`src/rtl/demux_sel_gen_pkg.sv`:
```
// Shared definitions for the demux select generator: width helpers,
// counting-mode constants and the packed-slice index helper.
package demux_sel_pkg;

  // Counting modes for the per-channel select counter
  localparam int MODE_SAT  = 0;
  localparam int MODE_WRAP = 1;

  // Ceiling log2; clog2(1) = 0
  function automatic int clog2(input int value);
    int result;
    result = 0;
    for (int i = 0; i < 31; i++) begin
      if ((32'sd1 << i) < value) result = i + 1;
    end
    return result;
  endfunction

  // Select width: at least one bit even for tiny depths
  function automatic int sel_width(input int depth);
    return (clog2(depth) < 1) ? 1 : clog2(depth);
  endfunction

  // Low bit index of channel idx inside a packed per-channel vector
  function automatic int slice_lo(input int idx, input int width);
    return idx * width;
  endfunction

endpackage

```
`src/rtl/demux_sel_gen_if.sv`:
```
// Bus bundle between the buffer control logic and the select generator.
interface demux_sel_gen_if #(
  parameter int NUM_CH  = 4,
  parameter int SEL_W   = 2,
  parameter int ROUND_W = 4
);
  logic [NUM_CH-1:0]         buff_use;
  logic [NUM_CH-1:0]         ch_clr;
  logic [NUM_CH*SEL_W-1:0]   custom_demux_sel;
  logic [NUM_CH-1:0]         wrap_pulse;
  logic [NUM_CH-1:0]         sat_flag;
  logic [NUM_CH*ROUND_W-1:0] round_cnt;
  logic                      all_done;

  // Buffer control side: drives strobes, observes selects and status
  modport master (
    output buff_use, ch_clr,
    input  custom_demux_sel, wrap_pulse, sat_flag, round_cnt, all_done
  );

  // Generator side
  modport slave (
    input  buff_use, ch_clr,
    output custom_demux_sel, wrap_pulse, sat_flag, round_cnt, all_done
  );
endinterface

```
`src/rtl/demux_sel_gen_chan.sv`:
```
// Single-channel select counter: wraps or saturates at DEPTH-1, counts
// completed rounds (saturating) and emits a one-cycle wrap pulse.
module demux_sel_chan
  import demux_sel_pkg::*;
#(
  parameter int DEPTH     = 4,
  parameter int WRAP_MODE = MODE_WRAP,
  parameter int ROUND_W   = 4,
  parameter int SEL_W     = sel_width(DEPTH)
) (
  input  logic               clk,
  input  logic               rst,
  input  logic               buff_use,
  input  logic               ch_clr,
  output logic [SEL_W-1:0]   sel,
  output logic               wrap_pulse,
  output logic               sat_flag,
  output logic [ROUND_W-1:0] round_cnt,
  output logic               done
);

  localparam logic [SEL_W-1:0]   LAST      = SEL_W'(DEPTH - 1);
  localparam logic [ROUND_W-1:0] ROUND_MAX = '1;
  localparam bit                 IS_WRAP   = (WRAP_MODE == MODE_WRAP);

  logic [SEL_W-1:0]   sel_reg, sel_next;
  logic [ROUND_W-1:0] round_reg, round_next;
  logic               pulse_reg, pulse_next;
  logic               sat_reg, sat_next;

  // Next-state: clear beats advance; out-of-range encodings recover to 0
  always_comb begin
    sel_next   = sel_reg;
    round_next = round_reg;
    pulse_next = 1'b0;
    sat_next   = 1'b0;
    if (ch_clr) begin
      sel_next   = '0;
      round_next = '0;
    end else begin
      // sat_flag follows the select register one cycle late
      sat_next = !IS_WRAP && (sel_reg == LAST);
      if (buff_use) begin
        if (sel_reg == LAST) begin
          if (IS_WRAP) begin
            sel_next   = '0;
            pulse_next = 1'b1;
            if (round_reg != ROUND_MAX) round_next = round_reg + ROUND_W'(1);
          end
        end else if (sel_reg < LAST) begin
          sel_next = sel_reg + SEL_W'(1);
        end else begin
          sel_next = '0;
        end
      end
    end
  end

  // State registers with synchronous reset
  always_ff @(posedge clk) begin
    if (rst) begin
      sel_reg   <= '0;
      round_reg <= '0;
      pulse_reg <= 1'b0;
      sat_reg   <= 1'b0;
    end else begin
      sel_reg   <= sel_next;
      round_reg <= round_next;
      pulse_reg <= pulse_next;
      sat_reg   <= sat_next;
    end
  end

  assign sel        = sel_reg;
  assign wrap_pulse = pulse_reg;
  assign sat_flag   = sat_reg;
  assign round_cnt  = round_reg;
  assign done       = IS_WRAP ? (round_reg != '0) : sat_reg;

endmodule

```
`src/rtl/demux_sel_gen.sv`:
```
// Multi-channel demux select generator: NUM_CH independent counters,
// packed outputs and a registered all-channels-done flag.
module demux_sel_gen
  import demux_sel_pkg::*;
#(
  parameter int NUM_CH    = 4,
  parameter int DEPTH     = 4,
  parameter int WRAP_MODE = MODE_WRAP,
  parameter int ROUND_W   = 4
) (
  input  logic           clk,
  input  logic           rst,
  demux_sel_gen_if.slave bus
);

  localparam int SEL_W = sel_width(DEPTH);

  logic [NUM_CH-1:0] done;
  logic              all_done_reg;

  generate
    for (genvar gi = 0; gi < NUM_CH; gi++) begin : g_chan
      logic [SEL_W-1:0]   sel_w;
      logic [ROUND_W-1:0] round_w;

      demux_sel_chan #(
        .DEPTH     (DEPTH),
        .WRAP_MODE (WRAP_MODE),
        .ROUND_W   (ROUND_W),
        .SEL_W     (SEL_W)
      ) u_chan (
        .clk        (clk),
        .rst        (rst),
        .buff_use   (bus.buff_use[gi]),
        .ch_clr     (bus.ch_clr[gi]),
        .sel        (sel_w),
        .wrap_pulse (bus.wrap_pulse[gi]),
        .sat_flag   (bus.sat_flag[gi]),
        .round_cnt  (round_w),
        .done       (done[gi])
      );

      assign bus.custom_demux_sel[slice_lo(gi, SEL_W) +: SEL_W] = sel_w;
      assign bus.round_cnt[slice_lo(gi, ROUND_W) +: ROUND_W]    = round_w;
    end
  endgenerate

  // all_done lags the per-channel done terms by one cycle
  always_ff @(posedge clk) begin
    if (rst) all_done_reg <= 1'b0;
    else     all_done_reg <= &done;
  end

  assign bus.all_done = all_done_reg;

endmodule

```
`src/flat_wrapper.sv`:
```
// flat-port wrapper written by rule: the top's interface ports become plain ports
module demux_sel_gen_flat import demux_sel_pkg::*;
#(
  parameter int NUM_CH    = 4,
  parameter int DEPTH     = 4,
  parameter int WRAP_MODE = MODE_WRAP,
  parameter int ROUND_W   = 4
)
  (clk, rst, bus_buff_use, bus_ch_clr, bus_custom_demux_sel, bus_wrap_pulse, bus_sat_flag, bus_round_cnt, bus_all_done);
  demux_sel_gen_if #(.NUM_CH(NUM_CH), .SEL_W(2), .ROUND_W(ROUND_W)) bus_i ();
  input  logic clk;
  input  logic rst;
  input wire logic [$bits(bus_i.buff_use)-1:0] bus_buff_use;
  input wire logic [$bits(bus_i.ch_clr)-1:0] bus_ch_clr;
  output wire logic [$bits(bus_i.custom_demux_sel)-1:0] bus_custom_demux_sel;
  output wire logic [$bits(bus_i.wrap_pulse)-1:0] bus_wrap_pulse;
  output wire logic [$bits(bus_i.sat_flag)-1:0] bus_sat_flag;
  output wire logic [$bits(bus_i.round_cnt)-1:0] bus_round_cnt;
  output wire logic [$bits(bus_i.all_done)-1:0] bus_all_done;
  assign bus_i.buff_use = bus_buff_use;
  assign bus_i.ch_clr = bus_ch_clr;
  assign bus_custom_demux_sel = bus_i.custom_demux_sel;
  assign bus_wrap_pulse = bus_i.wrap_pulse;
  assign bus_sat_flag = bus_i.sat_flag;
  assign bus_round_cnt = bus_i.round_cnt;
  assign bus_all_done = bus_i.all_done;
  demux_sel_gen #(.NUM_CH(NUM_CH), .DEPTH(DEPTH), .WRAP_MODE(WRAP_MODE), .ROUND_W(ROUND_W)) u_core (.clk(clk), .rst(rst), .bus(bus_i));
endmodule
```
`config.mk`:
```
export PLATFORM = sky130hd
export DESIGN_NAME = demux_sel_gen_flat
export DESIGN_NICKNAME = d
export VERILOG_FILES = /design/src/rtl/demux_sel_gen_pkg.sv /design/src/rtl/demux_sel_gen_if.sv /design/src/rtl/demux_sel_gen_chan.sv /design/src/rtl/demux_sel_gen.sv /design/src/flat_wrapper.sv
export SDC_FILE = /design/constraint.sdc
export NUM_CORES = 1
export LEC_CHECK = 0
export BUFFER_PORTS_ARGS = -buffer_cell sky130_fd_sc_hd__buf_2
export CELL_PAD_IN_SITES_DETAIL_PLACEMENT = 0
export CELL_PAD_IN_SITES_GLOBAL_PLACEMENT = 1
export CORE_ASPECT_RATIO = 0.5
export CORE_MARGIN = 2
export CORE_UTILIZATION = 33
export DETAILED_ROUTE_END_ITERATION = 7
export PLACE_DENSITY = 0.73
export SKIP_CTS_REPAIR_TIMING = 1
export SLEW_MARGIN = 20
export SYNTH_ARGS = -nofsm -noshare
export SYNTH_HDL_FRONTEND = slang
export SYNTH_SLANG_ARGS = --single-unit
```
`constraint.sdc`:
```
create_clock -name clk -period 1.4 [get_ports clk]
set_input_delay 0.14 -clock clk [delete_from_list [all_inputs] [get_ports clk]]
set_output_delay 0.14 -clock clk [all_outputs]
set_load 0.02 [all_outputs]
```
==> results of run 1 <==
how the worst max path moves through the flow:
stage | from | endpoint | slack, ns | cells past startpoint
3_5_place_dp | u_core.g_chan[0].u_chan.round_cnt[1] | u_core.g_chan[0].u_chan.round_cnt[0] | -0.003 | 4
6_report | u_core.g_chan[0].u_chan.sel[0] | u_core.g_chan[0].u_chan.round_cnt[3] | 0.05 | 4
2_1_floorplan | u_core.g_chan[0].u_chan.sel[0] | u_core.g_chan[0].u_chan.round_cnt[3] | -0.02 | 4
3_3_place_gp | u_core.g_chan[0].u_chan.round_cnt[1] | u_core.g_chan[0].u_chan.round_cnt[0] | 0.07 | 4
5_1_grt | u_core.g_chan[0].u_chan.sel[0] | u_core.g_chan[0].u_chan.round_cnt[3] | 0.009 | 4
4_1_cts | u_core.g_chan[0].u_chan.round_cnt[1] | u_core.g_chan[0].u_chan.round_cnt[0] | -0.02 | 4
cells in the final DEF, fill, tap and decap left out, drive strengths merged, types with 4 or more instances in the layout:
master and instances:
a21oi 15, and3 5, buf 52, clkbuf 7, conb 4, dfxtp 29, ha 12, inv 12
mux2i 4, nand2 7, nand3 4, nor2 18, nor3 5, nor3b 4, o21ai 7, or2 4
or3 4
logic make-up after synthesis:
| kind of cell | count (synthesis) | share of synthesized area, % |
|---|---|---|
| DFF | 29 | 40.3 |
| other | 1 | 0.261 |
| buffers and inverters | 23 | 8.09 |
| muxes | 4 | 2.78 |
| and+or+nand+nor | 61 | 22.5 |
| AOI/OAI and AO/OA | 36 | 15.6 |
| adders and majority gates | 12 | 10.4 |
final cells by class:
cell class	instances	area [um2]	share of cell area [%]
Inverter	12	45.0	2.40
Clock inverter	1	5.00	0.266
Sequential cell	29	586	31.1
Multi-Input combinational cell	117	786	41.8
Timing Repair Buffer	52	295	15.7
Tap cell	54	67.6	3.59
Clock buffer	7	96.3	5.12
worst register-to-register path: stages, from the launching register on:
cell and delay (ns):
dfxtp_2 0.37, ha_4 0.15, nand2_2 0.08, or4b_4 0.51
o211a_1 0.13
power groups by stage:
| stage | combinational (W) | sequential (W) | clock [W] |
|---|---|---|---|
| final | 0.0000902 | 0.000840 | 0.000770 |
| after global routing | 0.000101 | 0.000840 | 0.000827 |
| after CTS | 0.0000905 | 0.000839 | 0.000799 |
| after detailed placement | 0.0000903 | 0.000857 | 0 |
| after global placement | 0.0000888 | 0.000857 | 0 |
| after floorplan | 0.0000563 | 0.000866 | 0 |
per-stage QoR:
step	power, W	hold slack (ns)	std cells	cell area (um2)
floorplan	0.000922	0.291	169	1460
global placement	0.000946	0.438	264	1750
detailed placement	0.000948	0.445	264	1750
CTS	0.00173	0.151	272	1850
global route	0.00177	0.168	272	1880
finish	0.00170	0.163	272	1880
layer usage:
layer / wire length, um / track usage, %
met2: 1330 / 19.8
met3: 146 / 4.46
met4: 46 / 5.56
met5: 0 / 0
met1: 1530 / 16.4
==> flow_metrics.tcl, run 1 <==
set metrics [dict create \
    synth_top_area_share_pct 40.3 \
    p_leak_nw 0.874 \
    gp_congestion 0.774 \
    grt_pass1_vias 1090 \
    cp_top_family "simple AND/OR/NAND/NOR gates" \
    rsz0062_at_grt "no" \
    syn_area_per_cell_um2 8.67 \
    hold_class "in2reg" \
    drv_cap 0 \
    setup_viol 0 \
    hold_start "bus_ch_clr[0]" \
    peakVddDrop_mv 0.433 \
    end_kind "register" \
    grt_max_degree 10 \
    clockRootBuffer "clkbuf_8" \
    clk_path_buf_depth 2 \
    p_switching_w 0.000389 \
    synth.top_cells.by_count "29 x dfxtp_1, 18 x nor2_1, 15 x a21oi_1" \
    synth_cell_types 32 \
    hold_end "u_core.g_chan[0].u_chan.round_cnt[3]" \
    synth_largest_area_cell "dfxtp_1" \
    dp_hpwl_um 2310 \
    coreArea_um2 4040 \
    fmax_mhz 743 \
    critPathKind "reg2reg" \
    reg2reg_from "u_core.g_chan[0].u_chan.sel[0]" \
    cts_tree "yes" \
    p_int_w 0.00131 \
    largest_reg_flops 16 \
    crit_buf_inv 0 \
    clock_latency_ns 0.28 \
    portBuffers 38 \
    h-tree-depth 2 \
    cp_slowest_cell "or4b_4" \
    synth_area_leaders "dfxtp_1 40%, ha_1 10%, a21oi_1 5.2%" \
    utilization_pct 46.5 \
    diodes 0 \
    area_growth_pct 30.7 \
    status "finished clean" \
    rrSetupSlack_ns 0.05 \
    yosysSeqAreaShare_pct 40.3 \
    initial_core_util_pct 35.6 \
    postRouteAntennaNets 0 \
    clock_power_share_pct 45.3 \
    startpoint_type "register" \
    worstPathRequired_ns 1.57 \
    row_count 16 \
    slew_viol_final 0 \
    reg2regPathDepth 4 \
    reg2reg_to "u_core.g_chan[0].u_chan.round_cnt[3]" \
    die_h_um 50.7 \
    cp_data_arrival_time_ns 1.52 \
    fillers 419 \
    dr.pass1.iters 4 \
    drt_iter0_markers 11 \
    grt_overflow 0 \
    synthArstFlopShare_pct 0 \
    routed_wl_um 3050 \
    antenna_found_initial 0 \
    cp_slowest_stage_delay_ns 0.51 \
    syn_area_um2 1440 \
    synth_ff_type "dfxtp_1" \
    wire_per_inst_um 11.2 \
    min_path_cells 3 \
    numCtsBuffers 5 \
    via_per_inst 4.68 \
    synth_most_common_cell "dfxtp_1" \
    p_sw_share_pct 22.9 \
    netlist_instances 166 \
    final-hold-violation-count 0 \
    min_period_ns 1.35 \
    seqPwrFrac_pct 49.4 \
    powerDensity_nw_per_um2 904 \
    fin_crit_sh_pct 96.2 \
    track_usage_pct 12.8 \
    critPathMaxFanout 5 \
    nNetsFinal 239 \
    drc 0 \
    finalSetupTns_ns 0 \
    ioPinCount 43 \
    p_comb_share_pct 5.3 \
    synth-seq-cells 29 \
    crit_chain "ha_4 -> nand2_2 -> or4b_4 -> o211a_1" \
    fp.dieW_um 97.4 \
    synth_edf_count 0 \
    setup_slack_ns 0.0532 \
    finClkSkew_ns 0.00609 \
    die_area_um2 4940 \
    vias 1272 \
    drive_above_1_share_pct 33.5 \
    yosys_warnings 0 \
    cts.sinks 29 \
    grt_pass1_wl_um 4990 \
    place_ws_ns -0.00250 \
    clkTransAtPathRegs_ns 0.06 \
]
No activity file was read; power rests on OpenSTA's default activity.
==> run 2: changes to the inputs <==
- PLACE_DENSITY: 0.73 -> unset
- PLACE_DENSITY_LB_ADDON: unset -> 0.1
==> run 2 against run 1 <==
Effect of this change:
- sequential share of layout area is 0.53 points higher
- global-route usage is 0.53 points lower
- cell area is 1.7% lower
- die area stayed put
- critical path depth stayed put
- power is 3.8% lower
- setup slack worse by 0.0074 ns
- register-to-register slack hardly changed
- non-clock buffer count is 1 higher
- largest cell class unchanged
- routed wire length is 0.85% higher
- fmax is 0.55% lower
==> flow_metrics.tcl, run 2 (synthesis gave the netlist of run 1 again) <==
set metrics [dict create \
    status "finished clean" \
    final_common_cell "buf_2" \
    seqPwrFrac_pct 51.3 \
    dp_hpwl_um 2270 \
    dr.pass1.iters 2 \
    drt_iter0_markers 24 \
    numCtsBuffers 5 \
    drive_above_1_share_pct 32.6 \
    clk_path_buf_depth 2 \
    fillers 426 \
    gp_congestion 0.770 \
    antenna_found_initial 0 \
    track_usage_pct 12.3 \
    die_h_um 50.7 \
    grt_overflow 0 \
    clkTransAtPathRegs_ns 0.06 \
    initial_core_util_pct 35.6 \
    cp_data_arrival_time_ns 1.53 \
    h-tree-depth 2 \
    portBuffers 38 \
    hold_class "in2reg" \
    diodes 0 \
    min_period_ns 1.35 \
    area_growth_pct 28.5 \
    via_per_inst 4.72 \
    fp.dieW_um 97.4 \
    setup_viol 0 \
    clockRootBuffer "clkbuf_8" \
    peakVddDrop_mv 0.402 \
    grt_pass1_vias 1037 \
    crit_chain "ha_2 -> nand2_2 -> or4b_1 -> o211a_1" \
    crit_buf_inv 0 \
    largest_reg_flops 16 \
    powerDensity_nw_per_um2 885 \
    rrSetupSlack_ns 0.05 \
    postRouteAntennaNets 0 \
    final-hold-violation-count 0 \
    critPathKind "reg2reg" \
    die_area_um2 4940 \
    clock_power_share_pct 43.1 \
    wire_per_inst_um 11.3 \
    drc 0 \
    cp_top_family "simple AND/OR/NAND/NOR gates" \
    fmax_mhz 738 \
    cts.sinks 29 \
    fin_crit_sh_pct 96.7 \
    cp_slowest_stage_delay_ns 0.51 \
    slew_viol_final 0 \
    finalSetupTns_ns 0 \
    p_sw_share_pct 23.2 \
    ioPinCount 43 \
    fin_area_um2 1850 \
    p_int_w 0.00126 \
    cp_slowest_cell "or4b_1" \
    grt_max_degree 9 \
    cts_tree "yes" \
    finClkSkew_ns 0.00268 \
    drv_cap 0 \
    vias 1284 \
    coreArea_um2 4040 \
    critPathMaxFanout 5 \
    worstPathRequired_ns 1.57 \
    clock_latency_ns 0.27 \
    startpoint_type "register" \
    p_switching_w 0.000379 \
    grt_pass1_wl_um 4760 \
    p_comb_share_pct 5.6 \
    place_area_um2 1750 \
    routed_wl_um 3070 \
    p_leak_nw 0.867 \
    final_cell_mix "38 x buf_2, 25 x dfxtp_1, 18 x nor2_1" \
    row_count 16 \
    nNetsFinal 240 \
    end_kind "register" \
]
[run 2: changes by cell type in the layout (fill, tap and decap cells not counted), sizes merged]
| cell | before | now |
|---|---|---|
| buf | 52 | 53 |
| clkinv | 1 | 0 |
[run 2: power groups by stage]
stage                     registers [W]  clock network [W]  logic (W)
after global placement         0.000857                  0  0.0000895
after floorplan                0.000866                  0  0.0000563
after global routing           0.000839           0.000778   0.000102
final                          0.000839           0.000705  0.0000920
after CTS                      0.000839           0.000737  0.0000918
after detailed placement       0.000858                  0  0.0000916
[run 2: final timing paths]
kind / start / endpoint / cells after the start
min reg2reg: u_core.g_chan[0].u_chan.sel[0] / u_core.g_chan[0].u_chan.sel[0] / 2
max: u_core.g_chan[0].u_chan.sel[0] / u_core.g_chan[0].u_chan.round_cnt[3] / 4
min: bus_ch_clr[0] / u_core.g_chan[0].u_chan.round_cnt[3] / 3
max reg2reg: u_core.g_chan[0].u_chan.sel[0] / u_core.g_chan[0].u_chan.round_cnt[3] / 4
[run 2: tightest hold or removal path: cells and delay by family]
family,cells,cell delay (ns)
and+or+nand+nor,1,0.06
buffers and inverters,1,0.08
AOI/OAI and AO/OA,1,0.10
[run 2: final cells by class]
class | count | area (um2) | area share [%]
clock buffer | 7 | 86.3 | 4.67
tap | 54 | 67.6 | 3.65
inverter | 12 | 45.0 | 2.44
timing repair buffer | 53 | 303 | 16.4
multi-input combinational | 117 | 762 | 41.2
sequential | 29 | 586 | 31.7
[run 2: per-stage QoR]
step	hold slack (ns)	total power, W	worst slack [ns]	utilization, %	cells
after CTS	0.151	0.00167	0.0283	45.4	271
after global routing	0.156	0.00172	-0.00443	45.7	272
final	0.155	0.00164	0.0458	45.7	272
after global placement	0.441	0.000947	0.0636	43.3	264
after detailed placement	0.452	0.000949	0.0373	43.3	264
after floorplan	0.291	0.000922	-0.0222	-	169
[run 2: layer usage]
layer | vias to the layer above | track usage (%) | wire length [um]
met4 | 0 | 4.86 | 27
met1 | 577 | 17.2 | 1670
met2 | 27 | 16.6 | 1210
met3 | 4 | 5.01 | 165
li1 | 676 | - | -
met5 | - | 0 | 0
